===== src/rtl/alu_op_sequencer.sv =====
// Front-panel sequencer: debounces two pushbuttons and walks an external ALU through
// load A / load B / load opcode / execute / show, capturing the ALU outputs for display.
module alu_op_sequencer #(
    parameter int DEBOUNCE_CYCLES = 16
) (
    input  logic        clk,
    input  logic        rst_n,
    input  logic        step_btn,
    input  logic        clr_btn,
    input  logic [9:0]  data_in,
    input  logic        cin_sw,
    input  logic [15:0] alu_result,
    input  logic [4:0]  alu_flags,
    output logic [15:0] A,
    output logic [15:0] B,
    output logic [7:0]  Op,
    output logic        cin,
    output logic [15:0] result,
    output logic [4:0]  flags,
    output logic        result_valid,
    output logic [2:0]  state
);

    localparam int NUM_BTN = 2;
    localparam int BTN_STEP = 0;
    localparam int BTN_CLR  = 1;

    localparam int CNT_W = (DEBOUNCE_CYCLES > 2) ? $clog2(DEBOUNCE_CYCLES) : 1;
    localparam logic [CNT_W-1:0] CNT_LAST = CNT_W'(DEBOUNCE_CYCLES - 1);

    localparam logic [2:0] ST_LOAD_A  = 3'd0;
    localparam logic [2:0] ST_LOAD_B  = 3'd1;
    localparam logic [2:0] ST_LOAD_OP = 3'd2;
    localparam logic [2:0] ST_EXEC    = 3'd3;
    localparam logic [2:0] ST_SHOW    = 3'd4;

    logic [NUM_BTN-1:0] btn_raw;
    logic [NUM_BTN-1:0] press_event;

    assign btn_raw[BTN_STEP] = step_btn;
    assign btn_raw[BTN_CLR]  = clr_btn;

    // Per-button synchronizer, debouncer and press detector. Buttons idle high.
    genvar gi;
    generate
        for (gi = 0; gi < NUM_BTN; gi++) begin : g_btn
            logic             sync_meta_reg;
            logic             sync_reg;
            logic             level_reg;
            logic             press_reg;
            logic [CNT_W-1:0] cnt_reg;
            logic             differs;

            assign differs = (sync_reg != level_reg);

            always_ff @(posedge clk or negedge rst_n) begin
                if (!rst_n) begin
                    sync_meta_reg <= 1'b1;
                    sync_reg      <= 1'b1;
                    level_reg     <= 1'b1;
                    press_reg     <= 1'b0;
                    cnt_reg       <= '0;
                end else begin
                    sync_meta_reg <= btn_raw[gi];
                    sync_reg      <= sync_meta_reg;
                    press_reg     <= 1'b0;
                    if (!differs) begin
                        cnt_reg <= '0;
                    end else if (cnt_reg == CNT_LAST) begin
                        // Level accepted after DEBOUNCE_CYCLES consecutive differing samples;
                        // a press is the high-to-low acceptance only.
                        level_reg <= sync_reg;
                        cnt_reg   <= '0;
                        press_reg <= level_reg;
                    end else begin
                        cnt_reg <= cnt_reg + 1'b1;
                    end
                end
            end

            assign press_event[gi] = press_reg;
        end
    endgenerate

    logic step_event;
    logic clr_event;

    assign step_event = press_event[BTN_STEP];
    assign clr_event  = press_event[BTN_CLR];

    logic [2:0] state_reg;
    logic [2:0] state_next;

    always_ff @(posedge clk or negedge rst_n) begin
        if (!rst_n) begin
            state_reg <= ST_LOAD_A;
        end else begin
            state_reg <= state_next;
        end
    end

    // Clear beats everything, including a step arriving on the same cycle.
    always_comb begin
        state_next = state_reg;
        if (clr_event) begin
            state_next = ST_LOAD_A;
        end else begin
            case (state_reg)
                ST_LOAD_A:  if (step_event) state_next = ST_LOAD_B;
                ST_LOAD_B:  if (step_event) state_next = ST_LOAD_OP;
                ST_LOAD_OP: if (step_event) state_next = ST_EXEC;
                ST_EXEC:    state_next = ST_SHOW;
                ST_SHOW:    if (step_event) state_next = ST_LOAD_A;
                default:    state_next = ST_LOAD_A;
            endcase
        end
    end

    logic load_a;
    logic load_b;
    logic load_op;
    logic capture;
    logic clear_valid;

    always_comb begin
        load_a      = 1'b0;
        load_b      = 1'b0;
        load_op     = 1'b0;
        capture     = 1'b0;
        clear_valid = clr_event;
        if (!clr_event) begin
            case (state_reg)
                ST_LOAD_A:  load_a      = step_event;
                ST_LOAD_B:  load_b      = step_event;
                ST_LOAD_OP: load_op     = step_event;
                ST_EXEC:    capture     = 1'b1;
                ST_SHOW:    clear_valid = step_event;
                default:    clear_valid = 1'b0;
            endcase
        end
    end

    logic [15:0] a_reg;
    logic [15:0] b_reg;
    logic [7:0]  op_reg;
    logic        cin_reg;
    logic [15:0] result_reg;
    logic [4:0]  flags_reg;
    logic        valid_reg;

    // Operand registers only move on their load edges, keeping ALU inputs steady through SHOW.
    always_ff @(posedge clk or negedge rst_n) begin
        if (!rst_n) begin
            a_reg      <= '0;
            b_reg      <= '0;
            op_reg     <= '0;
            cin_reg    <= 1'b0;
            result_reg <= '0;
            flags_reg  <= '0;
            valid_reg  <= 1'b0;
        end else begin
            if (load_a) a_reg <= {6'b0, data_in};
            if (load_b) b_reg <= {6'b0, data_in};
            if (load_op) begin
                op_reg  <= data_in[7:0];
                cin_reg <= cin_sw;
            end
            if (capture) begin
                result_reg <= alu_result;
                flags_reg  <= alu_flags;
                valid_reg  <= 1'b1;
            end else if (clear_valid) begin
                valid_reg  <= 1'b0;
            end
        end
    end

    assign A            = a_reg;
    assign B            = b_reg;
    assign Op           = op_reg;
    assign cin          = cin_reg;
    assign result       = result_reg;
    assign flags        = flags_reg;
    assign result_valid = valid_reg;
    assign state        = state_reg;

endmodule


===== config.mk =====
export PLATFORM = sky130hd
export DESIGN_NAME = alu_op_sequencer
export DESIGN_NICKNAME = d
export VERILOG_FILES = /design/src/rtl/alu_op_sequencer.sv
export SDC_FILE = /design/constraint.sdc
export NUM_CORES = 1
export LEC_CHECK = 0
export BUFFER_PORTS_ARGS = -buffer_cell sky130_fd_sc_hd__buf_2
export CELL_PAD_IN_SITES_DETAIL_PLACEMENT = 0
export CELL_PAD_IN_SITES_GLOBAL_PLACEMENT = 1
export CORE_MARGIN = 3
export CORE_UTILIZATION = 35
export DETAILED_ROUTE_END_ITERATION = 8
export GPL_TIMING_DRIVEN = 0
export PLACE_DENSITY = 0.81
export RECOVER_POWER = 50
export SLEW_MARGIN = 40
export SYNTH_ARGS = -nofsm -noshare
export SYNTH_HDL_FRONTEND = slang
export SYNTH_SLANG_ARGS = --single-unit

===== constraint.sdc =====
create_clock -name clk -period 1.85 [get_ports clk]
set_clock_uncertainty 0.05 [all_clocks]
set_input_delay 0 -clock clk [delete_from_list [all_inputs] [get_ports clk]]
set_output_delay 0 -clock clk [all_outputs]
set_load 0.05 [all_outputs]

Word level (Yosys, flattened, before mapping)
Index checks and enable logic that the tools add are counted.
{"block": "op_classes", "add_sub_neg": 2, "multipliers": 0, "n_div": 0, "magnitude_cmp": 0, "n_eq_ne": 12, "shifts": 0, "mux": 26, "bitwise_logic": 0, "n_reduce_logical": 5}
{"op": "$mux 1", "n": 16}
{"op": "$mux 4", "n": 4}
{"op": "$mux 3", "n": 5}
{"op": "$pmux 3 s5", "n": 1}
{"op": "$ne 3x3->1 const B", "n": 4}
{"op": "$add 4x1->4 const B", "n": 2}
{"op": "$eq 4x4->1 const B", "n": 2}
{"op": "$eq 3x2->1 const B", "n": 2}
{"op": "$reduce_and 2->1", "n": 2}
{"op": "$reduce_and 4->1", "n": 1}
{"op": "$eq 3x1->1 const B", "n": 1}
{"op": "$eq 3x3->1 const B", "n": 1}
{"op": "$logic_not 3->1", "n": 1}
{"op": "$ne 1x1->1", "n": 2}
{"op": "$reduce_bool 2->1", "n": 1}
{"block": "totals", "reg_bits": 70, "latchBits": 0, "ram_bits": 0, "romBits": 0, "input_bits": 36, "output_inout_bits": 66, "n_memories": 0}

Depth between registers and ports, before layout
{"block": "depth", "depth_word": 5, "mapped_depth": 5, "depth_no_buf": 4}

Least setup slack after synthesis
Ideal clock, no wire load.
{"block": "synth_path", "path_kind": "reg2reg", "start": "register state_reg[1], in the netlist state[1]", "end": "register b_reg[0], in the netlist B[0]", "setup_time_ns": 0.125, "arrival_time_ns": 1.797, "required_time_ns": 1.675, "slack_ns": -0.122, "path_stages_with_launch": 5, "n_path_buf": 1, "period_less_slack_ns": 1.972, "path_cell_list": "dfrtp_1 -> buf_6 -> nand3b_1 -> nor3_2 -> mux2_2"}
{"block": "synth_between", "elab_chain_cells": 3}
{"element": "from (decl)", "line": "91", "source": "logic [2:0] state_reg;"}
{"element": "from (signal assigned)", "line": "98", "source": "state_reg <= state_next;"}
{"element": "$eq 3x1->1", "line": "132", "source": "case (state_reg)"}
{"element": "$mux 1", "line": "132"}
{"element": "$mux 1", "line": "131", "source": "if (!clr_event) begin"}
{"element": "to (signal assigned)", "line": "163", "source": "if (load_b) b_reg <= {6'b0, data_in};"}
{"element": "to (decl)", "line": "144", "source": "logic [15:0] b_reg;"}
No other way between the ends.
A chain may end at the register's enable or synchronous reset.

Worst setup path after layout
{"block": "layout_path", "start": "register state_reg[0], in the netlist state[0]", "end": "register op_reg[7], in the netlist Op[7]"}
{"block": "layout_between", "elab_chain_cells": 3}
{"element": "$eq 3x2->1", "line": "132"}
{"element": "$mux 1", "line": "132"}
{"element": "$mux 1", "line": "131"}
{"element": "to (signal assigned)", "line": "165", "source": "op_reg <= data_in[7:0];"}
{"element": "to (decl)", "line": "145", "source": "logic [7:0] op_reg;"}
No other way between the ends.

==> results.yml <==
setup_path:
  reg2reg_from: "state[0]"
  worst-path-buf-inv: 1
  crit_fanout: 9
  end_kind: "flop"
  setup.worst_path.end: "Op[7]"
  slowest_stage: "or4b_4"
  cp_data_arrival_time_ns: 1.97
  ff2ff_setup_slack_ns: 0.06
  worst-setup-path-type: "reg -> reg"
  startpoint_type: "flop"
  r2r-end: "Op[7]"
  crit_family: "simple AND/OR/NAND/NOR gates"
  worstPathCellList: "nand2b_4 -> or4b_4 -> buf_6 -> mux2_4"
  worst-path-stages: 4
  crit_start: "state[0]"
  cp_slowest_stage_delay_ns: 0.52
  r2r_cells: 4
  worst_ep_required_time_ns: 2.02
clock_tree:
  h-tree-depth: 3
  clockBufferDepth: 2
  cts-root-buf: "clkbuf_8"
  cts_tree: "done"
  clk_pin_slew_ns: 0.07
  cts.sink_count: 70
  cts_buffers: 9
  insertion_delay_ns: 0.34
status:
  outcome: "finished, final reports clean"
run:
  drv_cap: 0
logic_synthesis:
  netlist_top_cells_area: "dfrtp_1 (57%), mux2_2 (17%), dfstp_2 (5.6%)"
  synth_xor_area_frac: 0.0124
  synth_area_um2: 2830
  synth-compound-area-share: 0.0239
  ys_seq_elements: 70
  yosys.area.top_type: "dfrtp_1"
  ys.warnings.count: 0
  yosysTopAreaCellShare: 0.566
  syn_inst: 185
  synth_simple_gate_area_frac: 0.0645
  synth_top_family_by_area: "multiplexers"
  synth_mux_area_frac: 0.219
  yosysSeqAreaShare: 0.621
  synth_cell_type_count: 30
  synth-adder-area-share: 0.00884
  synth_area_per_cell_um2: 15.3
die:
  die_area_um2: 9210
  dieWidth_um: 95.9
  start_util: 0.363
  fp-row-count: 32
  core_area_um2: 7810
  fp.dieH_um: 95.9
  pin_count: 102
drt:
  routed_wl_mm: 6.01
  vias: 1958
  vias_per_cell: 4.42
  drc: 0
  drtPass1Iterations: 4
  routedWlPerCell_um: 13.6
  ant_nets: 0
  drtIter0Drc: 45
timing:
  fmaxAchievable_ghz: 0.557
  final.period_utilization: 0.970
  fin_tns_setup_ns: 0
  rsz0062_at_grt: "no"
  finalHoldViolCount: 0
  slew_violations: 0
  slew_headroom: 0.169
  tightest_slew_ns: 1.25
  fin_ws_ns: 0.0556
  setup_viol: 0
  min_period_ns: 1.79
global_routing:
  grt_use_total: 0.132
  grt_max_degree: 53
  grt_pass1_vias: 1964
  antenna_found_initial: 0
  grt_pass1_wl_mm: 9.22
  grt-ovfl-total: 0
finish:
  final_cell_mix: "dfrtp_1 (61), buf_2 (52), mux2_2 (43)"
  largest_reg_flops: 16
  finalNetCount: 374
  mostFrequentLayoutCell: "dfrtp_1"
  n_antenna_cell: 0
  areaGrowthSynthToFinish_pct: 43.3
  drive_gt1_frac: 0.449
placed_design:
  hpwl_mm: 3.80
  preCtsSetupSlack_ns: -0.144
  io_buffers: 89
  gp_congestion: 0.675
power:
  leakagePower_nw: 2.00
  vdd.ir_drop.worst_v: 0.000375
  p_per_area_nw_per_um2: 790
  fin_total_pwr_mw: 3.20
hold_path:
  hold_class: "in -> reg"
## cells by family after synthesis
group / count (synthesis)
adders and majority gates: 2
other: 1
muxes: 52
and+or+nand+nor: 24
xor gates and xnor gates: 4
DFF: 70
AOI/OAI and AO/OA: 12
buffers and inverters: 20
## where the power goes
| part | internal (mW) | total [mW] | switching (mW) |
|---|---|---|---|
| combinational | 0.128 | 0.293 | 0.165 |
| clock | 0.793 | 1.33 | 0.540 |
| sequential | 1.56 | 1.58 | 0.0181 |
| total | 2.48 | 3.20 | 0.724 |
## cells in the mapped netlist, drive strengths merged
| cell type | count |
|---|---|
| dfrtp | 64 |
| mux2 | 52 |
| buf | 17 |
| a21oi | 6 |
| dfstp | 6 |
| nor3b | 4 |
| xnor2 | 4 |
| a211oi | 3 |
| nor3 | 3 |
| o21ai | 3 |
| ha | 2 |
| inv | 2 |
| nand2 | 2 |
| nand2b | 2 |
| nand3 | 2 |
| nand4b | 2 |
| nor2 | 2 |
| nor2b | 2 |
| clkbuf | 1 |
| conb | 1 |
| nand3b | 1 |
| nor4 | 1 |
| or2 | 1 |
| or3b | 1 |
| or4b | 1 |
## worst min-delay path by stage
stage,start,end,cells past startpoint
after detailed placement,rst_n,A[5],1
after CTS,rst_n,result[14],3
after floorplan,rst_n,A[0],0
after global routing,clr_btn,g_btn[1].sync_meta_reg,2
after global placement,clr_btn,g_btn[1].sync_meta_reg,1
final,step_btn,g_btn[0].sync_meta_reg,2
## final cells by class
class	instances	area [um2]
plain buffers	18	133
multi-input cells	106	992
clock inverters	4	70.1
repair buffers	129	818
well taps	102	128
flip-flops and latches	70	1760
inverters	2	7.51
clock buffers	12	145
fillers	722	3750
## per-stage QoR
stage / util / area, um2 / instances / hold WS [ns]
2_1_floorplan: - / 2880 / 196 / -0.346
3_3_place_gp: 0.443 / 3460 / 387 / 0.0556
3_5_place_dp: 0.447 / 3490 / 388 / -0.200
4_1_cts: 0.525 / 4100 / 442 / 0.134
5_1_grt: 0.520 / 4060 / 443 / 0.251
6_report: 0.520 / 4060 / 443 / 0.252
## layer usage
| metal | global-route usage | up-vias | routed length, um | share of wire |
|---|---|---|---|---|
| li1 | - | 927 | - | - |
| met1 | 0.156 | 942 | 2480 | 0.41 |
| met2 | 0.222 | 80 | 2960 | 0.49 |
| met3 | 0.0438 | 9 | 494 | 0.082 |
| met4 | 0.0498 | 0 | 87 | 0.014 |
| met5 | 0 | - | 0 | 0 |
## timing repair
action,in CTS,in global routing
resized for setup,1,1
setup endpoints to repair,30,30
buffers inserted,1,1
hold buffers,37,0
pin swaps,1,1
endpoints found under the hold margin,122,0
No activity file was read; power rests on OpenSTA's default activity.
